--- src/rtl/baccarat_pkg.sv ---
// Shared types and helpers for the baccarat hand sequencer.
// Holds the state encoding, card constants and rank-to-value mapping.
package baccarat_pkg;

  typedef enum logic [3:0] {
    DEAL_P1   = 4'd0,
    DEAL_D1   = 4'd1,
    DEAL_P2   = 4'd2,
    DEAL_D2   = 4'd3,
    CHECK     = 4'd4,
    DEAL_P3   = 4'd5,
    DECIDE_D3 = 4'd6,
    DEAL_D3   = 4'd7,
    SCORE     = 4'd8,
    DONE      = 4'd9
  } state_t;

  localparam logic [3:0] RANK_NONE       = 4'd0;
  localparam logic [3:0] FACE_VALUE_MAX  = 4'd9;
  localparam logic [3:0] DEALER_DRAW_MAX = 4'd5;

  // Tens and face cards count zero; a missing card also counts zero.
  function automatic logic [3:0] rank_to_value(
    input logic [3:0] rank
  );
    if (rank == RANK_NONE || rank > FACE_VALUE_MAX)
      return 4'd0;
    return rank;
  endfunction

endpackage

--- src/rtl/baccarat_sequencer_dealer_draw_rule.sv ---
// Dealer third-card rule once the player has drawn.
// Pure combinational lookup on dealer score and player third card.
module dealer_draw_rule
  import baccarat_pkg::*;
(
  input  logic [3:0] dscore,
  input  logic [3:0] pcard3,
  output logic       draw
);

  logic [3:0] v;

  assign v = rank_to_value(pcard3);

  always_comb begin
    draw = 1'b0;
    case (dscore)
      4'd0, 4'd1, 4'd2: draw = 1'b1;
      4'd3: draw = (v != 4'd8);
      4'd4: draw = (v >= 4'd2) && (v <= 4'd7);
      4'd5: draw = (v >= 4'd4) && (v <= 4'd7);
      4'd6: draw = (v >= 4'd6) && (v <= 4'd7);
      default: draw = 1'b0;
    endcase
  end

endmodule

--- src/rtl/baccarat_sequencer.sv ---
// Moore controller stepping the card datapath through one hand.
// Emits one-hot card load strobes and latches the win lights.
module baccarat_sequencer
  import baccarat_pkg::*;
#(
  parameter logic [3:0] NAT_THRESH      = 4'd8,
  parameter logic [3:0] PLAYER_DRAW_MAX = 4'd5
) (
  input  logic       slow_clock,
  input  logic       resetb,
  input  logic [3:0] pscore,
  input  logic [3:0] dscore,
  input  logic [3:0] pcard3,
  output logic       load_pcard1,
  output logic       load_pcard2,
  output logic       load_pcard3,
  output logic       load_dcard1,
  output logic       load_dcard2,
  output logic       load_dcard3,
  output logic       player_win_light,
  output logic       dealer_win_light
);

  state_t state, state_nxt;
  logic   d_draw;

  dealer_draw_rule u_rule (
    .dscore (dscore),
    .pcard3 (pcard3),
    .draw   (d_draw)
  );

  always_comb begin
    state_nxt = state;
    unique case (state)
      DEAL_P1: state_nxt = DEAL_D1;
      DEAL_D1: state_nxt = DEAL_P2;
      DEAL_P2: state_nxt = DEAL_D2;
      DEAL_D2: state_nxt = CHECK;
      CHECK: begin
        if (pscore >= NAT_THRESH ||
            dscore >= NAT_THRESH)
          state_nxt = SCORE;
        else if (pscore <= PLAYER_DRAW_MAX)
          state_nxt = DEAL_P3;
        else if (dscore <= DEALER_DRAW_MAX)
          state_nxt = DEAL_D3;
        else
          state_nxt = SCORE;
      end
      DEAL_P3:   state_nxt = DECIDE_D3;
      DECIDE_D3: state_nxt = d_draw ? DEAL_D3 : SCORE;
      DEAL_D3:   state_nxt = SCORE;
      SCORE:     state_nxt = DONE;
      DONE:      state_nxt = DONE;
      default:   state_nxt = DEAL_P1;
    endcase
  end

  always_ff @(posedge slow_clock) begin
    if (!resetb) begin
      state            <= DEAL_P1;
      player_win_light <= 1'b0;
      dealer_win_light <= 1'b0;
    end else begin
      state <= state_nxt;
      // A tie lights both lamps.
      if (state == SCORE) begin
        player_win_light <= (pscore >= dscore);
        dealer_win_light <= (dscore >= pscore);
      end
    end
  end

  assign load_pcard1 = (state == DEAL_P1);
  assign load_dcard1 = (state == DEAL_D1);
  assign load_pcard2 = (state == DEAL_P2);
  assign load_dcard2 = (state == DEAL_D2);
  assign load_pcard3 = (state == DEAL_P3);
  assign load_dcard3 = (state == DEAL_D3);

endmodule

--- config.mk ---
export PLATFORM = sky130hd
export DESIGN_NAME = baccarat_sequencer
export DESIGN_NICKNAME = d
export VERILOG_FILES = /design/src/rtl/baccarat_pkg.sv /design/src/rtl/baccarat_sequencer_dealer_draw_rule.sv /design/src/rtl/baccarat_sequencer.sv
export SDC_FILE = /design/constraint.sdc
export NUM_CORES = 1
export LEC_CHECK = 0
export CORE_MARGIN = 3
export CORE_UTILIZATION = 36
export CTS_CLUSTER_DIAMETER = 60
export DETAILED_ROUTE_END_ITERATION = 7
export HOLD_SLACK_MARGIN = 0.03
export PLACE_DENSITY_LB_ADDON = 0.15
export REMOVE_ABC_BUFFERS = 1
export SETUP_SLACK_MARGIN = 0.05
export SLEW_MARGIN = 15
export SYNTH_ARGS = -nofsm -noshare
export SYNTH_HDL_FRONTEND = slang
export SYNTH_SLANG_ARGS = --single-unit
--- constraint.sdc ---
create_clock -name slow_clock -period 1.25 [get_ports slow_clock]
set_input_delay 0.3125 -clock slow_clock [delete_from_list [all_inputs] [get_ports slow_clock]]
set_output_delay 0.3125 -clock slow_clock [all_outputs]
set_load 0.02 [all_outputs]
== Word-level counts from Yosys, hierarchy flattened ==
Cells that the tools add are included.
Storage, ports and cells
  register bits: 6
  bits in latches: 0
  bits in writable memories: 0
  ROM bits: 0
  bits of input ports: 14
  output and inout bits: 8
  logic and storage cells: 49
  memories: 0
Operators by class
  add/subtract/negate cells: 0
  $mul: 0
  div/mod/pow operators: 0
  magnitude comparators: 11
  equal/unequal tests: 16
  shift-type cells: 0
  muxes and demuxes: 9
  bitwise operators: 0
  reduce and logical (&&, ||, !) cells: 10
Operator list (count)
  case mux 4 bit (9 select lines): 1
  equality test 4 x 3 -> 1 bit (second input constant): 7
  2-to-1 mux 4 bit: 6
  equality test 4 x 2 -> 1 bit (second input constant): 4
  <= comparator 4 x 3 -> 1 bit (second input constant): 3
  zero test 4 bit: 3
  equality test 4 x 1 -> 1 bit (second input constant): 2
  equality test 4 bit (second input constant): 2
  greater-or-equal comparator 4 x 3 -> 1 bit (second input constant): 2
  greater-or-equal comparator 4 bit: 2
  greater-or-equal comparator 4 bit (second input constant): 2
  case mux 1 bit (5 select lines): 1
  greater-or-equal comparator 4 x 2 -> 1 bit (second input constant): 1
  greater-than comparator 4 bit (second input constant): 1
  inequality test 4 bit (second input constant): 1
  logical AND 1 bit: 3
  OR reduction 3 bit: 1
  logical OR 1 bit: 2
  OR reduction 2 bit: 1
  2-to-1 mux 1 bit: 1

== Logic depth before layout (Yosys ltp) ==
Gate-level depths: netlist of the first run.
  depth after elaboration: 9
  depth in mapped cells: 6
  depth with buffers taken out: 6

== Cells and area by module ==
From an unflattened synthesis of the first run, not the netlist that was laid out.
Unflattened totals
  cells, all modules: 72
  area, all modules: 551.8 um^2
Modules (own cells, without submodules)
  baccarat_sequencer: times used 1, cells each 66, area each 498.0 um^2, sequential area each 120.1 um^2
  dealer_draw_rule: times used 1, cells each 6, area each 53.8 um^2, sequential area each 0.0 um^2

== Least setup slack after synthesis of the first run ==
No wires, ideal clock.
  kind: reg2out
  start point: reg state[1]
  end point: out load_pcard1
  arrival: 1.207 ns
  data required time: 0.938 ns
  path slack: -0.269 ns
  cell stages (with the launch flop): 3
  buffers on the path: 1
  path through: dfxtp_1 -> clkbuf_1 -> nor4_1
On the way
  longest elaborated chain between the ends: 1
Ends and longest elaborated chain
  from (decl): RTL line baccarat_sequencer.sv:24  | state_t state, state_nxt;
  from (signal assigned): RTL line baccarat_sequencer.sv:66  | state <= state_nxt;
  zero test 4 bit: RTL line baccarat_sequencer.sv:75  | assign load_pcard1 = (state == DEAL_P1);
  to (decl): RTL line baccarat_sequencer.sv:14  | output logic load_pcard1,
No other way between the ends.

== Worst setup path in the final report of the first run ==
  start point: reg state[2]
  end point: out load_pcard1
The elaborated chain is that of the path after synthesis.

==> results of run 1 <==
-- per-layer routing --
layer	routed length [um]	vias to the layer above	share of wire [%]
li1	-	345	-
met1	768	352	38
met2	1070	34	53
met3	116	8	5.8
met4	45	0	2.3
met5	0	-	0
-- logic make-up (layout without fill, tap and decap cells) --
logic type | Yosys count | after routing | synth area share, %
simple gates | 29 | 29 | 29.5
compound gates | 20 | 20 | 26.6
buf+inv | 11 | 50 | 9.59
flops | 6 | 6 | 23.0
xor+xnor | 1 | 1 | 1.68
fa+ha+maj | 4 | 4 | 9.59
-- state kept, by name (all words and copies together) (netlist names) --
register / cells
player_win_light: 1
state: 4
dealer_win_light: 1
-- cell usage after synthesis, drive strengths merged --
cell	instances	area, um^2
a2111oi	1	8.76
a211o	2	17.5
a21oi	2	10.0
a31o	1	8.76
a31oi	2	12.5
and3	1	6.26
buf	2	16.3
clkbuf	2	7.51
dfxtp	6	120
ha	4	50.1
inv	7	26.3
nand2	5	18.8
nand2b	6	37.5
nand3	1	5.00
nand4	3	18.8
nor2	4	15.0
nor2b	1	6.26
nor3	5	25.0
nor4	1	6.26
o21ai	6	30.0
o221a	1	11.3
o22a	1	8.76
o22ai	1	6.26
o311ai	2	17.5
o31ai	1	7.51
or3	1	6.26
or3b	1	8.76
xnor2	1	8.76
-- repair_timing --
action,4_1_cts,5_1_grt
setup buffers,2,1
resized for setup,82,19
pin swaps,18,1
hold buffers,0,0
gates cloned,0,0
setup endpoints to repair,14,14
-- per-stage QoR --
stage / util (%) / TNS, ns / setup slack [ns] / hold slack (ns)
2_1_floorplan: - / -0.749 / -0.170 / 0.450
3_3_place_gp: 63.5 / -5.01 / -0.576 / 0.520
3_5_place_dp: 63.5 / -5.36 / -0.630 / 0.528
4_1_cts: 74.0 / -0.980 / -0.138 / 0.538
5_1_grt: 78.2 / -1.52 / -0.184 / 0.531
6_report: 78.2 / -1.00 / -0.149 / 0.509
-- worst min-delay path: stages (launching register included) --
cell and delay, ns:
dfxtp_1 0.31, o21ai_2 0.12, a31oi_1 0.03
-- path summary, 6_finish.rpt --
| check | start | to | slack, ns | cells after the start |
|---|---|---|---|---|
| max | state[2] | load_pcard1 | -0.15 | 2 |
| min | player_win_light | player_win_light | 0.51 | 2 |
| max reg2reg | state[3] | state[2] | -0.14 | 5 |
| min reg2reg | player_win_light | player_win_light | 0.51 | 2 |
-- area by class of cell --
type	instances	area [um^2]
well taps	15	18.8
multi-input cells	54	508
fillers	96	290
flip-flops and latches	6	133
repair buffers	40	335
clock buffers	3	22.5
inverters	7	26.3
-- power by group through the flow --
stage                     clock network, uW  registers (uW)  logic [uW]
after floorplan                           0             231         113
after global placement                    0             222         274
after detailed placement                  0             223         279
after CTS                               183             222         309
after global routing                    201             230         371
final                                   176             229         346
==> impl_metrics.csv, run 1 <==
group,metric,value,unit
status,status,"complete, but fails checks",
status,violations,"setup timing",
place,hpwl,1.31,mm
grt,grt_max_degree,8,
timing,slew_viol_final,0,
detailed_routing,viasPerCell,5.91,
logic_synthesis,yosysSeqAreaShare,23.0,%
grt,use_met2,40.7,%
finish,drive_gt1_share,53.6,%
grt,grt_first_pass_wirelength,3.24,mm
power,peakVddDrop,0.392,mV
power,cellInternalPower,490,uW
power,powerDensity,720,nW/um^2
timing,max_slew_margin,73.9,%
worst_setup_path,worstPathRequired,0.94,ns
finish,diodes,0,
finish,stdcell_area,1040,um^2
timing,worst_slack,-0.149,ns
worst_setup_path,path_cells,"nor4_2 > buf_4",
die,die_area,1940,um^2
power,clkPwrFrac,23.4,%
worst_setup_path,worstPathArrival,1.09,ns
logic_synthesis,ys_ff_latch,6,
die,die_y,44.1,um
detailed_routing,wire_per_inst,16.0,um
timing,max_freq,715,MHz
logic_synthesis,synthCells,71,
die,start_util,39.1,%
finish,final_common_cell,"buf_4",
power,comb_power_share,46.1,%
grt,use_met1,24.5,%
worst_setup_path,critPathMaxStageDelay,0.38,ns
timing,finalHoldViolCount,0,
die,die_w,44.1,um
power,power.switching,261,uW
timing,fin_crit_sh,112,%
detailed_routing,dr.pass1.iters,4,
clocking,cts.path.max_buffers,2,
timing,clock_skew,0.00439,ns
logic_synthesis,avgSynthCellArea,7.35,um^2
finish,syn_to_final_growth,100,%
detailed_routing,drc_errors,0,
timing,rsz0062_at_grt,"true",
place,io_buffers,21,
place,dp_cells,119,
power,power_leakage,0.000451,uW
place,postPlaceCellArea,847,um^2
timing,setup_viol,10,
grt,grt-busiest-layer,"met2",
logic_synthesis,synth_warnings,0,
grt,antenna_found_initial,0,
die,io_pins,22,
clocking,clock-root-buffer,"clkbuf_4",
detailed_routing,ant_nets,0,
worst_setup_path,worst-path-buf-inv,1,
finish,nNetsFinal,130,
worst_setup_path,critical-path-top-delay-family,"flip-flops",
clocking,cts_tree,"built",
detailed_routing,via_count,739,
finish,stdcell_count,125,
clocking,clk_pin_slew,0.05,ns
worst_setup_path,crit_path_end_kind,"output port",
timing,worst_slew_pin_slew,0.389,ns
job,maxCapViolations,0,
worst_setup_path,start_kind,"flop",
clocking,clock_sinks,6,
detailed_routing,dr.first_iter.drc_count,13,
grt,grt_use_met3,4.88,%
detailed_routing,routed_wl,2.00,mm
clocking,clkLatencyLatePin,0.24,ns
logic_synthesis,netlist_area,522,um^2
worst_setup_path,crit_type,"reg -> out",
power,p_total,751,uW
worst_setup_path,crit_fanout,6,
grt,grt_overflow,0,
finish,layout_common_cells,"19 x buf_4, 8 x dlygate4sd2_1, 6 x buf_6",
die,core_area,1330,um^2
worst_setup_path,slowest_stage,"dfxtp_4",
clocking,cts_made_buffers,3,
clocking,htreeDepth,1,
place,gp_congestion,0.767,
timing,fin_crit,1.40,ns
power,seqPwrFrac,30.5,%
min_path,hold_class,"reg -> reg",
power,swShare,34.7,%
logic_synthesis,ys_types,29,
grt,first_global_vias,764,
grt,grt_usage,22.6,%
die,fp-row-count,13,
Note: power is estimated with default switching activity, not from simulation.
==> inputs of run 2 (changes only) <==
--- a/config.mk
+++ b/config.mk
@@ -6,8 +6,9 @@
 export NUM_CORES = 1
 export LEC_CHECK = 0
 export CORE_MARGIN = 3
-export CORE_UTILIZATION = 36
+export CORE_UTILIZATION = 40
 export CTS_CLUSTER_DIAMETER = 60
+export CTS_CLUSTER_SIZE = 10
 export DETAILED_ROUTE_END_ITERATION = 7
 export HOLD_SLACK_MARGIN = 0.03
 export PLACE_DENSITY_LB_ADDON = 0.15
==> constraint.sdc (replaced) <==
create_clock -name slow_clock -period 1.5 [get_ports slow_clock]
set_input_delay 0.375 -clock slow_clock [delete_from_list [all_inputs] [get_ports slow_clock]]
set_output_delay 0.375 -clock slow_clock [all_outputs]
set_load 0.02 [all_outputs]
==> run 2 against run 1 <==
Clock-buffer cell count stayed put. Global-route usage shrank 3.5 points. Die area decreased by 8.7%. Sequential power down 19%. Sequential cell count did not move. Largest cell class unchanged. Wire length down 16%. Clock skew is 0.0018 ns lower. Critical path type unchanged. The flow now finishes without violations.
==> impl_metrics.csv, run 2 (synthesis results as in run 1) <==
group,metric,value,unit
status,status,"complete, no violations",
detailed_routing,ant_nets,0,
clocking,cts_tree,"built",
worst_setup_path,r2r-start,"state[3]",
timing,clock_skew,0.00262,ns
worst_setup_path,r2r_slack,0.10,ns
timing,max_freq,708,MHz
die,die_area,1770,um^2
grt,grt_usage,19.1,%
worst_setup_path,reg2reg_depth,5,
clocking,cts.path.max_buffers,2,
clocking,clkLatencyLatePin,0.25,ns
detailed_routing,viasPerCell,5.49,
die,io_pins,22,
detailed_routing,dr_wl_met2,784,um
timing,rsz0062_at_grt,"true",
detailed_routing,dr.first_iter.drc_count,7,
worst_setup_path,crit_fanout,5,
timing,fin_crit_sh,94.2,%
clocking,htreeDepth,1,
timing,setup_viol,0,
power,power_leakage,0.000431,uW
timing,slew_viol_final,0,
die,start_util,44.6,%
place,hpwl,1.26,mm
place,gp_congestion,0.890,
min_path,hold_class,"reg -> reg",
place,dp_cells,119,
worst_setup_path,cp-startpoint,"state[0]",
worst_setup_path,worstPathArrival,1.04,ns
worst_setup_path,crit_type,"reg -> out",
place,place_ws,-0.426,ns
grt,first_global_vias,635,
detailed_routing,routed_wl,1.67,mm
detailed_routing,met3_length,122,um
timing,worst_slack,0.0866,ns
finish,nNetsFinal,128,
finish,diodes,0,
finish,top_register,"state",
job,maxCapViolations,0,
finish,layout_common_cells,"20 x buf_4, 9 x dlygate4sd2_1, 5 x nand2_1, 5 x nand2b_1, 5 x o21ai_0",
power,peakVddDrop,0.552,mV
worst_setup_path,start_kind,"flop",
die,core_area,1170,um^2
finish,syn_to_final_growth,79.4,%
grt,grt_overflow,0,
clocking,clock-root-buffer,"clkbuf_4",
detailed_routing,drc_errors,0,
timing,worst_slew_pin_slew,0.394,ns
die,fp-row-count,12,
grt,grt_max_degree,8,
timing,max_slew_margin,73.5,%
clocking,cts_setup_buffers,0,
timing,finalHoldViolCount,0,
die,die_w,42.1,um
detailed_routing,via_count,670,
min_path,holdPathStages,1,
clocking,clk_pin_slew,0.05,ns
finish,final_common_cell,"buf_4",
detailed_routing,wl_met1,723,um
worst_setup_path,r2r_end,"state[0]",
finish,drive_gt1_share,44.4,%
die,die_y,42.1,um
finish,finish.utilization,79.9,%
power,powerDensity,623,nW/um^2
clocking,cts_made_buffers,3,
detailed_routing,top_layer_used,"met4",
place,io_buffers,21,
min_path,min_to,"dealer_win_light",
detailed_routing,wire_per_inst,13.7,um
finish,stdcell_area,936,um^2
grt,antenna_found_initial,0,
detailed_routing,dr.pass1.iters,4,
finish,stdcell_count,122,
min_path,min_from,"dealer_win_light",
place,postPlaceCellArea,853,um^2
worst_setup_path,worstPathRequired,1.12,ns
finish,reg_top3,"state (4), dealer_win_light (1), player_win_light (1)",
timing,fin_crit,1.41,ns
clocking,clock_sinks,6,
grt,grt_first_pass_wirelength,2.56,mm
worst_setup_path,crit_path_end_kind,"output port",
finish,largest_reg_flops,4,
run 2: changes by cell type in the layout (fill, tap and decap cells not counted), moves of 2 or more:
cell / delta
o21ai_1: -2
o21ai_0: +4
buf_6: -6
buf_2: +2
nand2b_1: +2
nand2b_4: -2
o21ai_2: -2
run 2: power breakdown:
part / internal [uW] / switching [uW]
Combinational: 123 / 117
Sequential: 170 / 16.1
Clock: 90.9 / 65.0
run 2: routing by layer:
layer  vias up  global-route usage [%]
li1        341                       -
met1       300                    20.2
met2        22                    32.4
met3         7                    9.01
met4         0                    7.45
met5         -                       0
run 2: how the worst max path moves through the flow:
stage | endpoint | slack [ns] | cells after the start
after floorplan | load_pcard1 | 0.02 | 1
after global placement | state[2] | -0.41 | 5
after detailed placement | state[0] | -0.43 | 5
after CTS | state[0] | 0.07 | 5
after global routing | load_dcard1 | 0.02 | 3
final | load_pcard1 | 0.09 | 2
run 2: cell type report:
class	instances	area, um^2
well taps	14	17.5
fillers	80	235
repair buffers	38	299
flip-flops and latches	6	130
multi-input cells	54	440
clock buffers	3	22.5
inverters	7	26.3
run 2: critical path: stages (launching register included):
cell and delay [ns]:
dfxtp_2 0.34, nor4_1 0.25, buf_2 0.20
run 2: through the flow:
stage / setup TNS (ns) / hold WS, ns / power, uW
after detailed placement: -3.11 / 0.534 / 421
after global routing: 0 / 0.571 / 620
after floorplan: 0 / 0.513 / 286
after CTS: 0 / 0.542 / 570
final: 0 / 0.538 / 583
after global placement: -2.95 / 0.522 / 419
run 2: timing repair:
| item | 4_1_cts | 5_1_grt |
|---|---|---|
| pin swaps | 9 | 3 |
| resized for setup | 54 | 16 |
| hold buffers | 0 | 0 |
| cloned | 0 | 0 |
| endpoints found under the setup margin | 14 | 11 |
